--- config.mk ---
export PLATFORM = sky130hd
export DESIGN_NAME = serial_feed_ctrl_flat
export DESIGN_NICKNAME = d
export VERILOG_FILES = /design/src/rtl/serial_feed_ctrl_if.sv /design/src/rtl/serial_feed_ctrl.sv /design/src/flat_wrapper.sv
export SDC_FILE = /design/constraint.sdc
export NUM_CORES = 1
export LEC_CHECK = 0
export ABC_AREA = 1
export CAP_MARGIN = 20
export CORE_AREA = 2 2 109 111
export CTS_BUF_LIST = sky130_fd_sc_hd__clkbuf_8
export CTS_CLUSTER_SIZE = 28
export DETAILED_ROUTE_END_ITERATION = 8
export DIE_AREA = 0 0 111 113
export PLACE_DENSITY_LB_ADDON = 0.1
export SETUP_SLACK_MARGIN = 0.2
export SYNTH_ARGS = -nofsm -noshare
export SYNTH_HDL_FRONTEND = slang
export SYNTH_SLANG_ARGS = --single-unit
--- constraint.sdc ---
create_clock -name clk -period 2.7 [get_ports clk]
set_input_delay 0.54 -clock clk [delete_from_list [all_inputs] [get_ports clk]]
set_output_delay 0.54 -clock clk [all_outputs]
set_load 0.1 [all_outputs]
--- src/rtl/serial_feed_ctrl_if.sv ---
// Bus bundle between the upstream producer, serial_feed_ctrl and the serial output stage.
interface serial_feed_ctrl_if #(
  parameter int DATA_BIT  = 16,
  parameter int DIV_WIDTH = 16
);
  logic                 i_wr_en;
  logic [DATA_BIT-1:0]  i_wr_data;
  logic                 i_wr_fast;
  logic [DIV_WIDTH-1:0] i_div_fast;
  logic [DIV_WIDTH-1:0] i_div_slow;
  logic                 i_abort;
  logic                 i_done_tick;
  logic                 o_start;
  logic                 o_stop;
  logic [DATA_BIT-1:0]  o_data;
  logic                 o_tick;
  logic                 o_busy;
  logic                 o_full;
  logic                 o_empty;
  logic                 o_overflow;

  // Producer / serial-stage side: drives requests, observes controller outputs
  modport master (
    output i_wr_en, i_wr_data, i_wr_fast, i_div_fast, i_div_slow, i_abort, i_done_tick,
    input  o_start, o_stop, o_data, o_tick, o_busy, o_full, o_empty, o_overflow
  );

  // Controller side
  modport slave (
    input  i_wr_en, i_wr_data, i_wr_fast, i_div_fast, i_div_slow, i_abort, i_done_tick,
    output o_start, o_stop, o_data, o_tick, o_busy, o_full, o_empty, o_overflow
  );
endinterface

--- src/rtl/serial_feed_ctrl.sv ---
// Word feeder for the serial output stage: small FIFO of {fast, data} entries, pops one
// word at a time, pulses o_start, then generates bit-rate ticks from the latched divisor
// until the serial stage reports the word complete. Abort flushes everything.
module serial_feed_ctrl #(
  parameter int DATA_BIT   = 16,
  parameter int FIFO_DEPTH = 4,
  parameter int DIV_WIDTH  = 16
) (
  input logic               clk,
  input logic               rst,
  serial_feed_ctrl_if.slave bus
);

  localparam int PTR_W = (FIFO_DEPTH > 1) ? $clog2(FIFO_DEPTH) : 1;
  localparam int CNT_W = $clog2(FIFO_DEPTH + 1);

  typedef enum logic [1:0] {
    S_IDLE,
    S_LOAD,
    S_ACTIVE
  } state_t;

  state_t               state_q, state_d;
  logic [DATA_BIT:0]    mem_q [FIFO_DEPTH];
  logic [PTR_W-1:0]     wr_ptr_q, rd_ptr_q;
  logic [CNT_W-1:0]     count_q;
  logic                 overflow_q;
  logic                 stop_q;
  logic [DATA_BIT-1:0]  data_q;
  logic [DIV_WIDTH-1:0] div_q;
  logic [DIV_WIDTH-1:0] cnt_q;

  logic              full, empty, pop, wr_ok, cnt_wrap;
  logic [DATA_BIT:0] head;

  assign full     = (count_q == CNT_W'(FIFO_DEPTH));
  assign empty    = (count_q == '0);
  assign head     = mem_q[rd_ptr_q];
  assign pop      = (state_q == S_IDLE) && !empty && !bus.i_abort;
  assign wr_ok    = bus.i_wr_en && !full && !bus.i_abort;
  assign cnt_wrap = (cnt_q == div_q);

  // FIFO storage: written only on accepted writes, contents need no reset
  always_ff @(posedge clk) begin
    if (!rst && wr_ok) begin
      mem_q[wr_ptr_q] <= {bus.i_wr_fast, bus.i_wr_data};
    end
  end

  // FIFO pointers, occupancy and overflow flag; abort flushes and suppresses overflow
  always_ff @(posedge clk) begin
    if (rst || bus.i_abort) begin
      wr_ptr_q   <= '0;
      rd_ptr_q   <= '0;
      count_q    <= '0;
      overflow_q <= 1'b0;
    end else begin
      overflow_q <= bus.i_wr_en && full;
      if (wr_ok) wr_ptr_q <= wr_ptr_q + 1'b1;
      if (pop)   rd_ptr_q <= rd_ptr_q + 1'b1;
      if (wr_ok && !pop)      count_q <= count_q + 1'b1;
      else if (!wr_ok && pop) count_q <= count_q - 1'b1;
    end
  end

  // Current word, latched divisor, tick counter and stop pulse
  always_ff @(posedge clk) begin
    if (rst) begin
      data_q <= '0;
      div_q  <= '0;
      cnt_q  <= '0;
      stop_q <= 1'b0;
    end else begin
      stop_q <= bus.i_abort;
      if (bus.i_abort) begin
        cnt_q <= '0;
      end else begin
        unique case (state_q)
          S_IDLE: begin
            cnt_q <= '0;
            if (pop) begin
              data_q <= head[DATA_BIT-1:0];
              div_q  <= head[DATA_BIT] ? bus.i_div_fast : bus.i_div_slow;
            end
          end
          S_LOAD: cnt_q <= '0;
          S_ACTIVE: begin
            if (bus.i_done_tick || cnt_wrap) cnt_q <= '0;
            else                             cnt_q <= cnt_q + 1'b1;
          end
          default: cnt_q <= '0;
        endcase
      end
    end
  end

  // State register
  always_ff @(posedge clk) begin
    if (rst) state_q <= S_IDLE;
    else     state_q <= state_d;
  end

  // Next-state logic; abort overrides every transition
  always_comb begin
    state_d = state_q;
    if (bus.i_abort) begin
      state_d = S_IDLE;
    end else begin
      unique case (state_q)
        S_IDLE:   if (!empty) state_d = S_LOAD;
        S_LOAD:   state_d = S_ACTIVE;
        S_ACTIVE: if (bus.i_done_tick) state_d = S_IDLE;
        default:  state_d = S_IDLE;
      endcase
    end
  end

  // State-decoded outputs; tick is masked in the cycle the word completes
  always_comb begin
    bus.o_start = (state_q == S_LOAD);
    bus.o_busy  = (state_q == S_LOAD) || (state_q == S_ACTIVE);
    bus.o_tick  = (state_q == S_ACTIVE) && cnt_wrap && !bus.i_done_tick;
  end

  assign bus.o_stop     = stop_q;
  assign bus.o_data     = data_q;
  assign bus.o_full     = full;
  assign bus.o_empty    = empty;
  assign bus.o_overflow = overflow_q;

endmodule
--- src/flat_wrapper.sv ---
// flat-port wrapper written by rule: the top's interface ports become plain ports
module serial_feed_ctrl_flat 
#(
  parameter int DATA_BIT   = 16,
  parameter int FIFO_DEPTH = 4,
  parameter int DIV_WIDTH  = 16
)
  (clk, rst, bus_i_wr_en, bus_i_wr_data, bus_i_wr_fast, bus_i_div_fast, bus_i_div_slow, bus_i_abort, bus_i_done_tick, bus_o_start, bus_o_stop, bus_o_data, bus_o_tick, bus_o_busy, bus_o_full, bus_o_empty, bus_o_overflow);
  serial_feed_ctrl_if #(.DATA_BIT(DATA_BIT), .DIV_WIDTH(DIV_WIDTH)) bus_i ();
  input logic clk;
  input logic rst;
  input wire logic [$bits(bus_i.i_wr_en)-1:0] bus_i_wr_en;
  input wire logic [$bits(bus_i.i_wr_data)-1:0] bus_i_wr_data;
  input wire logic [$bits(bus_i.i_wr_fast)-1:0] bus_i_wr_fast;
  input wire logic [$bits(bus_i.i_div_fast)-1:0] bus_i_div_fast;
  input wire logic [$bits(bus_i.i_div_slow)-1:0] bus_i_div_slow;
  input wire logic [$bits(bus_i.i_abort)-1:0] bus_i_abort;
  input wire logic [$bits(bus_i.i_done_tick)-1:0] bus_i_done_tick;
  output wire logic [$bits(bus_i.o_start)-1:0] bus_o_start;
  output wire logic [$bits(bus_i.o_stop)-1:0] bus_o_stop;
  output wire logic [$bits(bus_i.o_data)-1:0] bus_o_data;
  output wire logic [$bits(bus_i.o_tick)-1:0] bus_o_tick;
  output wire logic [$bits(bus_i.o_busy)-1:0] bus_o_busy;
  output wire logic [$bits(bus_i.o_full)-1:0] bus_o_full;
  output wire logic [$bits(bus_i.o_empty)-1:0] bus_o_empty;
  output wire logic [$bits(bus_i.o_overflow)-1:0] bus_o_overflow;
  assign bus_i.i_wr_en = bus_i_wr_en;
  assign bus_i.i_wr_data = bus_i_wr_data;
  assign bus_i.i_wr_fast = bus_i_wr_fast;
  assign bus_i.i_div_fast = bus_i_div_fast;
  assign bus_i.i_div_slow = bus_i_div_slow;
  assign bus_i.i_abort = bus_i_abort;
  assign bus_i.i_done_tick = bus_i_done_tick;
  assign bus_o_start = bus_i.o_start;
  assign bus_o_stop = bus_i.o_stop;
  assign bus_o_data = bus_i.o_data;
  assign bus_o_tick = bus_i.o_tick;
  assign bus_o_busy = bus_i.o_busy;
  assign bus_o_full = bus_i.o_full;
  assign bus_o_empty = bus_i.o_empty;
  assign bus_o_overflow = bus_i.o_overflow;
  serial_feed_ctrl #(.DATA_BIT(DATA_BIT), .FIFO_DEPTH(FIFO_DEPTH), .DIV_WIDTH(DIV_WIDTH)) u_core (.clk(clk), .rst(rst), .bus(bus_i));
endmodule
==> results of run 1 <==
==> routing by layer <==
metal  share of wire [%]  global-route usage (%)  up-vias
li1                    -                       -     2231
met3                 5.0                    6.05       17
met4                 1.5                    7.67        0
met5                   0                       0        -
met2                  50                    34.0      113
met1                  44                    24.4     2030
==> report_power, final <==
part           total, mW  leakage (nW)  internal (mW)  switching [mW]
clock               1.61         0.204          0.890           0.717
combinational      0.796          1.45          0.236           0.560
sequential          2.18          1.11           2.14          0.0375
total               4.58          2.76           3.27            1.31
==> registers in the layout, indices dropped and copies added, names as in the netlist, named ones only <==
signal	flops
u_core.bus.o_overflow	1
u_core.rd_ptr_q	2
u_core.wr_ptr_q	2
u_core.count_q	3
u_core.mem_q	68
u_core.state_q	2
u_core.bus.o_stop	1
u_core.cnt_q	16
u_core.bus.o_data	16
u_core.div_q	16
==> cell usage in the layout (no fill, tap or decap), drive strengths merged <==
cell,instances
nand2,132
nor2,129
inv,87
o21ai,73
edfxtp,68
dfxtp,61
clkdlybuf4s50,53
buf,34
nand3,26
a21oi,25
clkbuf,17
xor2,11
ha,10
clkinv,4
nor3,3
bufinv,3
nand4,2
clkinvlp,2
xnor2,1
fa,1
==> worst max-delay path: stages (launching register included) <==
cell and delay (ns):
sky130_fd_sc_hd__dfxtp_1 0.42, sky130_fd_sc_hd__inv_1 0.09, sky130_fd_sc_hd__nand2_1 0.07, sky130_fd_sc_hd__nand2_1 0.05, sky130_fd_sc_hd__nor2_1 0.12, sky130_fd_sc_hd__nand2_1 0.08, sky130_fd_sc_hd__nor2_1 0.10, sky130_fd_sc_hd__nand2_1 0.10
sky130_fd_sc_hd__nor2_2 0.14, sky130_fd_sc_hd__buf_12 0.19
==> cells by family after synthesis <==
group	share of synthesized area (%)
simple gates	20.8
compound gates	8.75
flops	58.2
xor+xnor	1.87
buf+inv	7.77
fa+ha+maj	2.59
==> metrics by stage <==
stage	area, µm²	util [%]	setup slack (ns)
after floorplan	5610	-	0.539
after global placement	6460	57.3	0.244
after detailed placement	6460	57.3	0.175
after CTS	6850	60.7	0.318
after global routing	6850	60.8	0.213
final	6850	60.8	0.373
==> repair_timing <==
item                       4_1_cts  5_1_grt
setup endpoints to repair        0        1
gates resized for setup          0        4
hold buffers                     0        0
==> layout make-up <==
type                            count  area (µm²)  share of cell area [%]
Timing Repair Buffer               87         798                    11.6
Clock buffer                       17         234                    3.41
Multi-Input combinational cell    413        1910                    27.9
Inverter                           82         310                    4.53
Sequential cell                   129        3270                    47.7
Clock inverter                     14         151                    2.21
Tap cell                          143         179                    2.61
==> final timing paths <==
path,from,end,slack [ns],depth (start not counted)
max,u_core.cnt_q[7],bus_o_tick,0.37,9
min,u_core.cnt_q[0],u_core.cnt_q[0],0.49,1
max reg2reg,u_core.count_q[0],u_core.count_q[2],0.59,11
min reg2reg,u_core.cnt_q[0],u_core.cnt_q[0],0.49,1
==> metrics.txt, run 1 <==
status=complete, no violations; routed vias=4391; syn_area_per_cell=8.67 µm²; Die Ht=113 µm; DIE WIDTH=111 µm; reported leakage power=2.76 nW; number of diodes=0; wire length of the first global-routing pass=19800 µm; number of enable flip-flop cells after synthesis=68; Max FO, Critical Path=5; number of synthesized register bits=129; top cell type by total area after synthesis=sky130_fd_sc_hd__edfxtp_1; VDD IR-drop max=503 µV; remaining antenna violation count=0; post-layout total power=4.58 mW; initial antenna violation count=0; Root Buffer=sky130_fd_sc_hd__clkbuf_8; category of the most critical setup path=flop to primary output; final clock period utilization by the worst path=86.2%; total routing resource utilization after global routing=20.1%; type of element launching the critical path=flop; count of buffers added by post-CTS timing repair for setup=0; IO Pins=77; GRT Residual Overflow=0; maximum level of the CTS H-tree=4; number of endpoints with negative hold slack in the final report=0; synthesized netlist net count=712; area growth from synthesis to layout=22.2%; final critical delay including setup and external delays=2.33 ns; Warnings, synthesis=0; number of standard-cell rows in the floorplan=39; maxcap violations=0; transition time of the tightest slew-check pin=0.630 ns; fraction of final layout cells with drive strength greater than 1=10.4%; Detailed Route Iter0 Violations=309; Clock Pin Slew Worst Setup and Hold Paths=0.07 ns; Layout Nets=795; Hold Worst Slack=0.486 ns; Finish-stage setup viols=0; most frequent cells after synthesis=sky130_fd_sc_hd__nand2_1 (129), sky130_fd_sc_hd__nor2_1 (126), sky130_fd_sc_hd__inv_1 (77), sky130_fd_sc_hd__edfxtp_1 (68), sky130_fd_sc_hd__o21ai_0 (66); hpwl dp=7900 µm; Worst Skew=0.00888 ns; unrepaired setup endpoints after global routing=no; sequential cell area fraction in the yosys report=58.2%; PD cells=668 mW/mm²; via count of the first global-routing pass=4249; CTS tree=yes; most used flip-flop cell after synthesis=sky130_fd_sc_hd__edfxtp_1; path class of the lowest-slack min-delay path=flop to flop; clock buffer count from CTS=17; total wire length after detailed routing=12100 µm; Total Negative Setup Slacks=0 ns; final-layout fill cell count=977; maximum clock rate=430 MHz; DR vias/cell=4.96; final weighted congestion of routability-driven global placement=0.853; dominant cell by count in the synthesized netlist=sky130_fd_sc_hd__nand2_1; summed instance area of the synthesized netlist=0.00561 mm²; effective utilization at floorplan=49.7%; arrival time at the worst endpoint=1.79 ns; element type at the critical path end=primary output; Clock Latency Late Sink=0.44 ns; worst relative slew slack=57.9%; clk sinks=129; proportion of synthesized flip-flops having asynchronous set or reset=0%; number of search-and-repair iterations in the first detailed-routing pass=5; required time at the worst-slack endpoint=2.16 ns; post-synthesis cell type count=27; area enclosed by the die boundary=0.0125 mm²; Max Slew Vio Count=0; maximum buffer depth of the clock tree=2; number of instances in the synthesized netlist=647; post-layout instance count excluding filler cells=885; maximum number of pins on one net before global-route repair=34; share of Yosys cell area claimed by the top area cell type=36.4%; Wirelength per Cell=13.6 µm; total of buffers placed on input and output ports=76; Core Footprint=0.0113 mm²; top post-synthesis cells by area=sky130_fd_sc_hd__edfxtp_1 (36%), sky130_fd_sc_hd__dfxtp_1 (22%), sky130_fd_sc_hd__nand2_1 (8.6%), sky130_fd_sc_hd__nor2_1 (8.4%), sky130_fd_sc_hd__o21ai_0 (5.9%); placed instance count=854; number of remaining DRC errors=0
No activity file was read; power rests on OpenSTA's default activity.
==> inputs of run 2 (changes only) <==
ABC_AREA = not set   (was 1)
CORE_AREA = 2 2 106 108   (was 2 2 109 111)
DIE_AREA = 0 0 108 110   (was 0 0 111 113)
==> metrics.txt, run 2 <==
status=complete, no violations; maximum buffer depth of the clock tree=2; Root Buffer=sky130_fd_sc_hd__clkbuf_8; final clock period utilization by the worst path=89.1%; final non-filler cell area=0.00662 mm²; clk sinks=129; final weighted congestion of routability-driven global placement=0.750; Detailed Route Iter0 Violations=112; Warnings, synthesis=0; IO Pins=77; path class of the lowest-slack min-delay path=flop to flop; maximum clock rate=416 MHz; Synth Area in XOR/XNOR=5.32%; proportion of synthesized flip-flops having asynchronous set or reset=0%; routed vias=3322; maxcap violations=0; Post-Synth Simple-Gate Area=11.4%; Clock Latency Late Sink=0.43 ns; worst setup path startpoint=u_core.cnt_q[6]; DIE WIDTH=108 µm; Layout Nets=548; worst r2r src=u_core.state_q[0]; sequential standard cell area=0.00328 mm²; DR vias/cell=5.22; clock buffer count from CTS=17; transition time of the tightest slew-check pin=0.576 ns; reg2reg setup slack=0.63 ns; Max FO, Critical Path=4; dominant combinational cell family by area after synthesis=simple AND/OR/NAND/NOR gates; worst relative slew slack=61.5%; number of endpoints with negative hold slack in the final report=0; Finish-stage setup viols=0; fraction of final layout cells with drive strength greater than 1=21.8%; number of standard-cell rows in the floorplan=38; most used cells in the layout excluding fill and tap cells=sky130_fd_sc_hd__edfxtp_1 (68), sky130_fd_sc_hd__clkdlybuf4s50_1 (53), sky130_fd_sc_hd__dfxtp_1 (51), sky130_fd_sc_hd__nand2_1 (38), sky130_fd_sc_hd__buf_4 (33); PD cells=656 mW/mm²; share of Yosys cell area claimed by the top area cell type=38.8%; number of diodes=0; dominant cell by count in the synthesized netlist=sky130_fd_sc_hd__edfxtp_1; Synth Area in Adders=2.76%; Die Ht=110 µm; wire length of the first global-routing pass=16200 µm; effective utilization at floorplan=49.2%; portion of netlist area occupied by mux cells=11.1%; most frequent cells after synthesis=sky130_fd_sc_hd__edfxtp_1 (68), sky130_fd_sc_hd__dfxtp_1 (61), sky130_fd_sc_hd__nand2_1 (38), sky130_fd_sc_hd__nor2_1 (28), sky130_fd_sc_hd__xnor2_1 (28); via count of the first global-routing pass=3270; sequential cell area fraction in the yosys report=62.0%; top cell type by total area after synthesis=sky130_fd_sc_hd__edfxtp_1; GRT Residual Overflow=0; VDD IR-drop max=461 µV; register name with the most flops=u_core.mem_q; area growth from synthesis to layout=25.7%; hpwl dp=6820 µm; Core Footprint=0.0107 mm²; final critical delay including setup and external delays=2.41 ns; type of element launching the critical path=flop; total of buffers placed on input and output ports=76; summed instance area of the synthesized netlist=0.00526 mm²; leading cell type in the layout, fill and taps excluded=sky130_fd_sc_hd__edfxtp_1; number of enable flip-flop cells after synthesis=68; most used flip-flop cell after synthesis=sky130_fd_sc_hd__edfxtp_1; top post-synthesis cells by area=sky130_fd_sc_hd__edfxtp_1 (39%), sky130_fd_sc_hd__dfxtp_1 (23%), sky130_fd_sc_hd__mux4_2 (7.3%), sky130_fd_sc_hd__xnor2_1 (4.7%), sky130_fd_sc_hd__mux2i_1 (3.8%); remaining antenna violation count=0; Wirelength per Cell=16.1 µm; synthesized netlist net count=463; CTS tree=yes; final-layout fill cell count=881; unrepaired setup endpoints after global routing=no; total routing resource utilization after global routing=18.8%; reported leakage power=2.24 nW; area of placed instances=0.00620 mm²; Worst Skew=0.0101 ns; post-synthesis cell type count=38; maximum number of pins on one net before global-route repair=50; area of the multi-input gates=0.00195 mm²; R2R Path End=u_core.count_q[2]; post-synthesis compound-gate area fraction=4.94%; core occupancy in the finished layout=61.9%; total wire length after detailed routing=10300 µm; pre-CTS setup slack=0.139 ns; Max Slew Vio Count=0; number of synthesized register bits=129; element type at the critical path end=primary output; number of instances in the synthesized netlist=398; Clock Pin Slew Worst Setup and Hold Paths=0.07 ns; syn_area_per_cell=13.2 µm²; end point of the critical path=bus_o_tick; max FFs per register=68; area enclosed by the die boundary=0.0119 mm²; initial antenna violation count=0; setup ws final=0.294 ns; maximum level of the CTS H-tree=4; number of search-and-repair iterations in the first detailed-routing pass=5; category of the most critical setup path=flop to primary output; r2r worst-path depth=10; required time at the worst-slack endpoint=2.16 ns; arrival time at the worst endpoint=1.87 ns; number of remaining DRC errors=0; number of hold-repair buffers added at the cts stage=0
[run 2: what timing repair did]
item                       in CTS  in global routing
gates cloned                    0                  0
gates resized for setup         7                  6
pin swaps                       2                  4
buffers inserted                0                  0
setup endpoints to repair       1                  1
[run 2: cell families after synthesis]
kind of cell	Yosys count
fa+ha+maj	11
mux	37
simple gates	118
xor+xnor	32
flops	129
buf+inv	30
compound gates	41
[run 2: through the flow]
stage	power, mW	setup TNS [ns]	hold slack, ns	instances
6_report	4.34	0	0.456	636
5_1_grt	4.52	0	0.485	636
4_1_cts	4.40	0	0.460	636
3_5_place_dp	2.86	0	0.450	604
3_3_place_gp	2.85	0	0.448	604
2_1_floorplan	2.64	-0.0717	0.487	398
[run 2: layer usage]
layer	global-route usage, %	vias up	share of wire (%)
li1	-	1625	-
met3	6.53	8	3.7
met4	6.68	0	0.96
met2	32.7	52	53
met5	0	-	0
met1	21.8	1637	43
[run 2: worst min-delay path by stage]
stage	start	endpoint	slack [ns]	cells past startpoint
global placement	u_core.bus.o_data[5]	u_core.bus.o_data[5]	0.45	2
CTS	u_core.bus.o_data[8]	u_core.bus.o_data[8]	0.46	2
detailed placement	u_core.bus.o_data[8]	u_core.bus.o_data[8]	0.45	2
finish	u_core.bus.o_data[8]	u_core.bus.o_data[8]	0.46	2
floorplan	u_core.count_q[2]	u_core.count_q[2]	0.49	2
global route	u_core.bus.o_data[4]	u_core.bus.o_data[4]	0.48	2
[run 2: power by group]
part           leakage, nW  switching, mW  internal [mW]
clock                0.198          0.706          0.814
sequential            1.11         0.0408           2.12
combinational        0.930          0.407          0.250
[run 2: cell type report]
class | count | share of cell area [%]
clock buffer | 21 | 4.37
tap | 140 | 2.65
sequential | 129 | 49.6
inverter | 9 | 0.529
multi-input combinational | 239 | 29.4
timing repair buffer | 87 | 12.1
clock inverter | 11 | 1.38
[run 2: worst max-delay path: stages (launching register included)]
cell	delay [ns]
sky130_fd_sc_hd__dfxtp_2	0.40
sky130_fd_sc_hd__xnor2_2	0.13
sky130_fd_sc_hd__nand4_1	0.19
sky130_fd_sc_hd__nor4_4	0.35
sky130_fd_sc_hd__and2_4	0.20
sky130_fd_sc_hd__buf_12	0.16
==> inputs of run 3 (changes only) <==
CTS_CLUSTER_SIZE = 30   (was 28)
==> results of run 3 <==
The final DEF is identical to that of run 2; final timing and power are the same.
